File: src/rtl/mul_seq_ctrl.sv
// mul_seq_ctrl: sequencer for an iterative radix-2 shift-add multiplier (MUL opcode).
// It stalls the pipeline while the product is being computed. It then presents a
// one-cycle done pulse together with the registered result.
// Optional feature macro: MUL_HI_EN. When it is defined, the block adds the result_hi
// port and keeps the full 2*BIT_WIDTH signed product. When it is undefined, the
// datapath is only BIT_WIDTH wide, and result_lo is bit-identical in both builds.
module mul_seq_ctrl #(
  parameter int BIT_WIDTH = 32,
  parameter int CNT_W     = $clog2(BIT_WIDTH) + 1
) (
  input  logic                 clk,
  input  logic                 rst,
  input  logic                 start,
  input  logic                 flush,
  input  logic [BIT_WIDTH-1:0] op_a,
  input  logic [BIT_WIDTH-1:0] op_b,
  output logic                 stall,
  output logic                 busy,
  output logic                 done,
  output logic [BIT_WIDTH-1:0] result_lo
`ifdef MUL_HI_EN
  ,
  output logic [BIT_WIDTH-1:0] result_hi
`endif
);

`ifdef MUL_HI_EN
  localparam int AW = 2 * BIT_WIDTH;
`else
  localparam int AW = BIT_WIDTH;
`endif

  typedef enum logic [1:0] {
    S_IDLE,
    S_BUSY,
    S_DONE
  } state_t;

  state_t               state;
  logic [CNT_W-1:0]     cnt;
  logic [BIT_WIDTH-1:0] mcand;
  logic [AW-1:0]        mplier;
  logic [AW-1:0]        acc;
  logic                 sign;

  logic [BIT_WIDTH-1:0] a_abs;
  logic [BIT_WIDTH-1:0] b_abs;
  logic [AW-1:0]        acc_next;
  logic [AW-1:0]        prod;

  // Operand magnitudes. The magnitude of MIN_INT wraps to 2^(BIT_WIDTH-1), which is correct when the value is read as unsigned.
  always_comb begin
    a_abs = op_a[BIT_WIDTH-1] ? (~op_a + BIT_WIDTH'(1)) : op_a;
    b_abs = op_b[BIT_WIDTH-1] ? (~op_b + BIT_WIDTH'(1)) : op_b;
  end

  // Accumulator update for this iteration, and the sign-corrected product after the final add.
  always_comb begin
    acc_next = mcand[0] ? (acc + mplier) : acc;
    prod     = sign ? (~acc_next + AW'(1)) : acc_next;
  end

  // Pipeline stall: hold on an accepted start and for every BUSY cycle, unless a flush is squashing the operation.
  always_comb begin
    stall = ((state == S_IDLE) && start && !flush) || ((state == S_BUSY) && !flush);
  end

  // Control FSM with the datapath and registered outputs.
  // The result register is loaded on the BUSY->DONE edge directly from the final-iteration sum, so done and result appear in the same cycle.
  always_ff @(posedge clk or negedge rst) begin
    if (!rst) begin
      state     <= S_IDLE;
      busy      <= 1'b0;
      done      <= 1'b0;
      result_lo <= '0;
`ifdef MUL_HI_EN
      result_hi <= '0;
`endif
      cnt       <= '0;
      mcand     <= '0;
      mplier    <= '0;
      acc       <= '0;
      sign      <= 1'b0;
    end else begin
      done <= 1'b0;
      case (state)
        S_IDLE: begin
          if (start && !flush) begin
            state  <= S_BUSY;
            busy   <= 1'b1;
            mcand  <= a_abs;
            mplier <= AW'(b_abs);
            acc    <= '0;
            cnt    <= '0;
            sign   <= op_a[BIT_WIDTH-1] ^ op_b[BIT_WIDTH-1];
          end
        end
        S_BUSY: begin
          if (flush) begin
            state <= S_IDLE;
            busy  <= 1'b0;
          end else begin
            acc    <= acc_next;
            mcand  <= mcand >> 1;
            mplier <= mplier << 1;
            cnt    <= cnt + CNT_W'(1);
            if (cnt == CNT_W'(BIT_WIDTH - 1)) begin
              state     <= S_DONE;
              busy      <= 1'b0;
              done      <= 1'b1;
              result_lo <= prod[BIT_WIDTH-1:0];
`ifdef MUL_HI_EN
              result_hi <= prod[AW-1:BIT_WIDTH];
`endif
            end
          end
        end
        S_DONE: begin
          state <= S_IDLE;
        end
        default: begin
          state <= S_IDLE;
        end
      endcase
    end
  end

endmodule

File: config.mk
export PLATFORM = sky130hd
export DESIGN_NAME = mul_seq_ctrl
export DESIGN_NICKNAME = d
export VERILOG_FILES = /design/src/rtl/mul_seq_ctrl.sv
export SDC_FILE = /design/constraint.sdc
export NUM_CORES = 1
export LEC_CHECK = 0
export ABC_AREA = 1
export BUFFER_PORTS_ARGS = -buffer_cell sky130_fd_sc_hd__buf_2
export CAP_MARGIN = 20
export CORE_MARGIN = 1
export CORE_UTILIZATION = 61
export CTS_CLUSTER_SIZE = 25
export DETAILED_ROUTE_END_ITERATION = 8
export PLACE_DENSITY = 0.9
export REMOVE_ABC_BUFFERS = 1
export SLEW_MARGIN = 10
export SYNTH_ARGS = -nofsm -noshare
export SYNTH_HDL_FRONTEND = slang
export SYNTH_SLANG_ARGS = --single-unit
File: constraint.sdc
create_clock -name clk -period 2.85 [get_ports clk]
set_input_delay 0.57 -clock clk [delete_from_list [all_inputs] [get_ports clk]]
set_output_delay 0.57 -clock clk [all_outputs]
set_load 0.005 [all_outputs]
==> run_results.csv, run 1 <==
group,metric,value,unit
grt,grt.met1_usage,0.434,
finish,syn_to_final_growth,16.8,%
grt,grt_start_max_net_pins,57,
detailed_routing,wl,30200,um
synthesis,synth.cell_area,10800,sq um
grt,global_route.usage.total,0.339,
timing,worst_slew_pin_slew,0.780,ns
grt,globalRoute.totalOverflow,0,
clock_tree,clkLatencyLatePin,0.44,ns
grt,initial_antenna_violation_count,0,
placed_design,placedInstanceArea,11700,sq um
finish,final_net_count,1902,
worst_setup_path,worstPathArrival,3.18,ns
clock_tree,clock_transition_at_path_regs,0.06,ns
floorplanning,die-width,135,um
worst_setup_path,path_delay_family,"simple AND/OR/NAND/NOR gates",
placed_design,dp_slack,-0.0309,ns
worst_setup_path,timing.setup.critical_path_class,"register to register",
timing,timing.clock.skew,0.00871,ns
placed_design,buffer_ports.inserted,102,
synthesis,syn-instance-count,1695,
worst_setup_path,startpoint,"mplier[0]",
grt,number_of_global_route_vias_before_repair,10500,
synthesis,synth_warnings,0,
timing,hold-worst-slack,0.0489,ns
synthesis,post-synth-top-count-cell,"nand2_1",
power_and_ir_drop,power_density,818,nW/um^2
worst_setup_path,worst_path_largest_cell_delay,0.41,ns
detailed_routing,drc_errors,0,
detailed_routing,detailedRoute.firstPassIterationCount,5,
power_and_ir_drop,clk_pwr_share,0.209,
timing,maxClockFrequency,0.356,GHz
detailed_routing,drtIter0Drc,998,
power_and_ir_drop,ir_drop,547,uV
finish,final_layout_size_suffix_gt1_frac,0.150,
worst_setup_path,endpoint_required_time_on_the_critical_path,3.22,ns
timing,final_hold_viol_count,0,
synthesis,synthFlopType,"dfrtp_1",
grt,groute.layer.met2.usage,0.559,
grt,met3_usage,0.0777,
clock_tree,clock_sink_count,139,
worst_setup_path,timing.critical_path.to_type,"register",
synthesis,postSynth.asyncResetShare,1.00,
timing,maxSlewHeadroom,0.479,
clock_tree,htree_num_levels,4,
clock_tree,tritoncts_clock_tree,"done",
timing,finalMaxSlewViolations,0,
clock_tree,clock-root-buffer,"clkbuf_16",
worst_setup_path,worstPathCellList,"ha_2 -> fa_2 -> o21ai_2 -> ha_2 -> inv_2 -> nor2_2 -> nand3_1 -> nor2_2 -> nand3_2 -> nor2_4 -> nand2_2 -> nor2_1 -> nand2_1 -> nand2_4 -> nand2_1 -> nand2_1 -> nand3_1 -> nand2_1",
power_and_ir_drop,seq_power_share,0.278,
grt,grt_pass1_wl,49200,um
detailed_routing,ant_nets,0,
power_and_ir_drop,leakage,6.61,nW
finish,antenna-diode-count,0,
worst_setup_path,crit_path_top_delay_cell,"fa_2",
power_and_ir_drop,p_comb_frac,0.513,
synthesis,synth_seq_cells,139,
placed_design,dp_hpwl,21900,um
worst_setup_path,critical_path_depth,18,
clock_tree,hold_fix_buffers_cts,0,
timing,report.final.setup_viol,0,
detailed_routing,routed_via_density,5.61,
timing,timing.final.crit_period,2.81,ns
clock_tree,max-clock-path-buffers,2,
synthesis,synth.cells.most_frequent,"579 x nand2_1, 235 x inv_1, 139 x dfrtp_1",
worst_setup_path,crit_path_start_kind,"register",
finish,design_area,12600,sq um
worst_setup_path,crit-reg2reg-capture,"result_lo[24]",
floorplanning,core,17300,sq um
power_and_ir_drop,internal_power,5.61,mW
floorplanning,fp.dieArea,18300,sq um
run,max_cap_viol_count,0,
synthesis,synth_largest_type_area_fraction,0.322,
worst_setup_path,critical_path_buffer_and_inverter_count,1,
power_and_ir_drop,p_sw,4.72,mW
min_path,worst_hold_path_type,"input port to asynchronous set/reset pin",
synthesis,yosys-top-cells-area,"dfrtp_1 32%, nand2_1 20%, inv_1 8.2%",
timing,setup_ws,0.0421,ns
clock_tree,cts_bufs_inserted,17,
detailed_routing,drt-wirelength-per-cell,14.8,um
synthesis,ys_seq_area_frac,0.322,
detailed_routing,detailroute.via_count,11400,
timing,rsz0062_at_grt,"yes",
worst_setup_path,rrSetupSlack,0.04,ns
grt,gr-max-usage-layer,"met2",
timing,finalCritPeriodShare,0.985,
floorplanning,initial_core_util,0.625,
synthesis,ys_types,42,
synthesis,avg_cell_area_syn,6.38,sq um
synthesis,yosys.area.top_type,"dfrtp_1",
floorplanning,fp_rows,48,
floorplanning,floorplan_die_height,135,um
worst_setup_path,path_common_cell,"nand2_1",
worst_setup_path,highest_net_fanout_along_the_worst_path,7,
worst_setup_path,reg2regPathDepth,18,
power_and_ir_drop,power.switching_fraction,0.457,
power_and_ir_drop,design_power_total,10.3,mW
worst_setup_path,setup.worst_path.end,"result_lo[24]",
synthesis,synth_edf_count,0,
placed_design,gp_routability_congestion,0.960,
floorplanning,io_pins,103,
status,outcome,"complete, no violations",
worst_setup_path,r2r-start,"mplier[0]",
==> cell type report <==
| type | count | area (sq um) |
|---|---|---|
| multi-input cells | 1260 | 6570 |
| flip-flops and latches | 139 | 3490 |
| clock buffers | 22 | 474 |
| clock inverters | 10 | 92.6 |
| fillers | 1380 | 4670 |
| well taps | 225 | 282 |
| inverters | 241 | 905 |
| repair buffers | 139 | 820 |
==> kinds of logic after synthesis <==
kind of cell	Yosys count	synth area share
XOR/XNOR	54	0.0438
adder cells (fa/ha/maj)	36	0.0424
AO/OA/AOI/OAI	256	0.136
AND/OR/NAND/NOR	914	0.353
flip-flops	139	0.322
buffers and inverters	296	0.104
==> cells in the final DEF (no fill, tap or decap), types with 5 or more instances in the layout <==
| master | n |
|---|---|
| ha_2 | 6 |
| a21oi_1 | 56 |
| xnor2_1 | 11 |
| nor4_1 | 6 |
| dfrtp_1 | 131 |
| buf_2 | 101 |
| nor3_2 | 5 |
| ha_1 | 16 |
| o31ai_1 | 8 |
| nor2_2 | 15 |
| nand3_1 | 122 |
| clkbuf_16 | 17 |
| dfrtp_2 | 8 |
| inv_2 | 6 |
| nor2_1 | 114 |
| o211ai_1 | 22 |
| nand2_1 | 567 |
| o221ai_1 | 7 |
| buf_4 | 35 |
| ha_4 | 13 |
| o22ai_1 | 30 |
| o21ai_0 | 103 |
| inv_1 | 234 |
| nor2_4 | 7 |
| o21ai_1 | 11 |
| nor3_1 | 15 |
| nand4_1 | 23 |
| nand3_2 | 10 |
| xor2_1 | 43 |
| nand2_2 | 19 |
==> power by group through the flow <==
stage	clock network (mW)	logic, mW	registers (mW)
final	2.16	5.29	2.88
after global routing	2.24	5.93	2.92
after CTS	2.15	4.83	2.80
after detailed placement	0	4.75	2.81
after global placement	0	4.59	2.80
after floorplan	0	3.49	2.71
==> how the worst min path moves through the flow <==
stage / start / end / slack (ns) / cells after the start
finish: rst / cnt[2] / 0.05 / 1
global route: rst / mcand[4] / 0.08 / 1
CTS: rst / mcand[4] / 0.07 / 1
detailed placement: mcand[16] / mcand[16] / 0.46 / 2
global placement: result_lo[27] / result_lo[27] / 0.46 / 2
floorplan: rst / acc[0] / 0.27 / 0
==> flip-flops by register name, summed over array words and instances (netlist names) <==
signal	flops
result_lo	32
mplier	32
sign	1
acc	32
busy	1
state	2
done	1
cnt	6
mcand	32
==> layer usage <==
| layer | part of all wire | vias up |
|---|---|---|
| met1 | 0.42 | 5208 |
| met5 | 0 | - |
| met3 | 0.091 | 76 |
| met4 | 0.025 | 0 |
| li1 | - | 5660 |
| met2 | 0.47 | 480 |
==> worst register-to-register path, stage by stage, from the launching register on <==
cell     delay [ns]
dfrtp_1        0.39
ha_2           0.20
fa_2           0.41
o21ai_2        0.17
ha_2           0.20
inv_2          0.04
nor2_2         0.10
nand3_1        0.11
nor2_2         0.16
nand3_2        0.12
nor2_4         0.15
nand2_2        0.09
nor2_1         0.10
nand2_1        0.11
nand2_4        0.12
nand2_1        0.07
nand2_1        0.07
nand3_1        0.06
nand2_1        0.06
==> repair_timing <==
item	4_1_cts	5_1_grt
setup endpoints to repair	9	21
resized for setup	8	74
pin swaps	2	9
buffers inserted	0	3
==> metrics by stage <==
step	TNS, ns	utilization	cells
final	0	0.730	2036
after global routing	-0.881	0.730	2036
after CTS	0	0.710	2033
after detailed placement	-0.171	0.675	2001
after global placement	0	0.675	2001
after floorplan	-316.74	-	1640
Power figures use the tool's default switching activity.
==> run 2, diff against run 1 <==
--- a/config.mk
+++ b/config.mk
@@ -8,8 +8,10 @@
 export ABC_AREA = 1
 export BUFFER_PORTS_ARGS = -buffer_cell sky130_fd_sc_hd__buf_2
 export CAP_MARGIN = 20
+export CELL_PAD_IN_SITES_DETAIL_PLACEMENT = 1
+export CELL_PAD_IN_SITES_GLOBAL_PLACEMENT = 1
 export CORE_MARGIN = 1
-export CORE_UTILIZATION = 61
+export CORE_UTILIZATION = 43
 export CTS_CLUSTER_SIZE = 25
 export DETAILED_ROUTE_END_ITERATION = 8
 export PLACE_DENSITY = 0.9
==> run 2 against run 1 <==
  * The run now ends with setup timing left
  * Utilization is 19 points lower
  * Non-clock buffer count up 31
  * Sequential share of layout area fell by 1.3 points
  * Critical path type unchanged
==> run_results.csv, run 2 (synthesis results as in run 1) <==
group,metric,value,unit
status,outcome,"complete, but fails checks",
status,violations,"setup timing",
run,max_cap_viol_count,0,
grt,grt_start_max_net_pins,54,
worst_setup_path,reg2regPathDepth,19,
min_path,worst_hold_path_type,"input port to asynchronous set/reset pin",
grt,gr-max-usage-layer,"met2",
clock_tree,tritoncts_clock_tree,"done",
finish,final_net_count,1933,
floorplanning,floorplan_die_height,161,um
timing,timing.clock.skew,0.0109,ns
finish,syn_to_final_growth,22.4,%
power_and_ir_drop,leakage,6.81,nW
floorplanning,core,24500,sq um
grt,grt_pass1_wl,65400,um
power_and_ir_drop,internal_power,6.03,mW
clock_tree,hold_fix_buffers_cts,0,
detailed_routing,ant_nets,0,
detailed_routing,wl,43700,um
timing,maxClockFrequency,0.333,GHz
finish,final_layout_size_suffix_gt1_frac,0.183,
timing,finalMaxSlewViolations,0,
timing,finalCritPeriodShare,1.05,
timing,timing.final.crit_period,3.00,ns
floorplanning,die-width,161,um
placed_design,dp_hpwl,28400,um
clock_tree,clkLatencyLatePin,0.45,ns
clock_tree,cts_bufs_inserted,17,
clock_tree,clock_sink_count,139,
placed_design,placed_cells_incl_taps,2118,
power_and_ir_drop,p_sw,5.63,mW
timing,final_hold_viol_count,0,
worst_setup_path,worstPathArrival,3.34,ns
power_and_ir_drop,clk_pwr_share,0.199,
placed_design,gp_routability_congestion,0.922,
floorplanning,fp.dieArea,25800,sq um
finish,seqCellArea,3490,sq um
worst_setup_path,endpoint_required_time_on_the_critical_path,3.19,ns
grt,initial_antenna_violation_count,1,
finish,fillerInstances,3251,
timing,report.final.setup_viol,18,
timing,worst_slew_pin_slew,0.901,ns
worst_setup_path,highest_net_fanout_along_the_worst_path,7,
timing,setup_ws,-0.151,ns
grt,groute.layer.met2.usage,0.556,
grt,globalRoute.totalOverflow,0,
floorplanning,initial_core_util,0.442,
detailed_routing,detailroute.via_count,12500,
power_and_ir_drop,seq_power_share,0.252,
grt,global_route.usage.total,0.318,
clock_tree,max-clock-path-buffers,2,
detailed_routing,drc_errors,0,
finish,final_cells,2166,
detailed_routing,drt-wirelength-per-cell,20.2,um
grt,met3_usage,0.0480,
clock_tree,clock_transition_at_path_regs,0.07,ns
finish,area_of_the_multi_input_gates,6770,sq um
clock_tree,clock-root-buffer,"clkbuf_16",
worst_setup_path,timing.setup.critical_path_class,"register to register",
placed_design,buffer_ports.inserted,102,
finish,layout.cells.most_common,"nand2_1",
power_and_ir_drop,p_comb_frac,0.549,
clock_tree,htree_num_levels,4,
power_and_ir_drop,ir_drop,379,uV
finish,design_area,13200,sq um
timing,rsz0062_at_grt,"yes",
placed_design,placedInstanceArea,11900,sq um
finish,final_cell_mix,"550 x nand2_1, 232 x inv_1, 132 x dfrtp_1, 116 x nand3_1, 105 x nor2_1",
detailed_routing,routed_via_density,5.78,
power_and_ir_drop,power_density,881,nW/um^2
power_and_ir_drop,power.switching_fraction,0.483,
floorplanning,io_pins,103,
grt,grt.met1_usage,0.390,
worst_setup_path,crit_path_start_kind,"register",
detailed_routing,drtIter0Drc,932,
grt,number_of_global_route_vias_before_repair,12900,
worst_setup_path,timing.critical_path.to_type,"register",
floorplanning,fp_rows,57,
detailed_routing,detailedRoute.firstPassIterationCount,5,
finish,antenna-diode-count,0,
timing,maxSlewHeadroom,0.399,
## run 2: cell types whose count changed in the layout (fill, tap and decap cells not counted), sizes merged
| cell | change |
|---|---|
| clkinv | +1 |
| bufinv | +1 |
| clkinvlp | -2 |
| clkbuf | -2 |
| inv | +2 |
| buf | +31 |
## run 2: through the flow
step,util,setup TNS (ns),power (mW),hold WS [ns],setup WS (ns)
6_report,0.541,-1.74,11.7,0.0543,-0.151
5_1_grt,0.541,-4.17,12.3,0.102,-0.276
4_1_cts,0.521,0,10.7,0.0875,0.000606
3_5_place_dp,0.488,-3.36,8.04,0.461,-0.312
3_3_place_gp,0.488,-0.444,7.70,0.458,-0.0906
2_1_floorplan,-,-316.74,6.20,0.274,-3.39
## run 2: layout make-up
class | instances | area share
Clock buffer | 20 | 0.0345
Clock inverter | 12 | 0.0104
Inverter | 241 | 0.0684
Multi-Input combinational cell | 1260 | 0.512
Sequential cell | 139 | 0.264
Tap cell | 324 | 0.0307
Timing Repair Buffer | 170 | 0.0804
## run 2: worst max-delay path: stages, from the launching register on
cell	delay (ns)
dfrtp_1	0.46
ha_4	0.28
nand2_1	0.18
inv_1	0.08
nand2_1	0.08
nand2_1	0.11
inv_1	0.15
nand3_2	0.16
nand2_1	0.13
nand2_1	0.10
nand2_1	0.09
nand3_1	0.17
nand2_1	0.15
nand2_1	0.12
nor2_4	0.17
nand2_2	0.09
nand2_4	0.11
nand4_1	0.09
nand3_1	0.10
nand2_1	0.05
## run 2: final timing paths
check,startpoint,endpoint,slack [ns]
setup / recovery,acc[8],result_lo[27],-0.15
hold / removal,rst,mcand[5],0.05
setup reg to reg,acc[8],result_lo[27],-0.15
hold reg to reg,result_lo[24],result_lo[24],0.47
max in group asynchronous,rst,acc[11],2.06
min in group clk,op_a[30],mcand[31],0.45
## run 2: per-layer routing
metal | vias up | share of wire
li1 | 5704 | -
met1 | 6186 | 0.41
met2 | 496 | 0.49
met3 | 144 | 0.061
met4 | 0 | 0.040
met5 | - | 0
## run 2: what timing repair did
item,in CTS,in global routing
pin swaps,10,22
endpoints found under the setup margin,19,24
setup buffers,4,12
resized for setup,42,95
## run 2: power groups by stage
stage / registers (mW) / logic (mW) / clock network [mW]
after CTS: 2.85 / 5.49 / 2.32
after global placement: 2.81 / 4.89 / 0
after global routing: 2.98 / 6.95 / 2.41
after detailed placement: 2.84 / 5.20 / 0
final: 2.94 / 6.40 / 2.32
after floorplan: 2.71 / 3.49 / 0
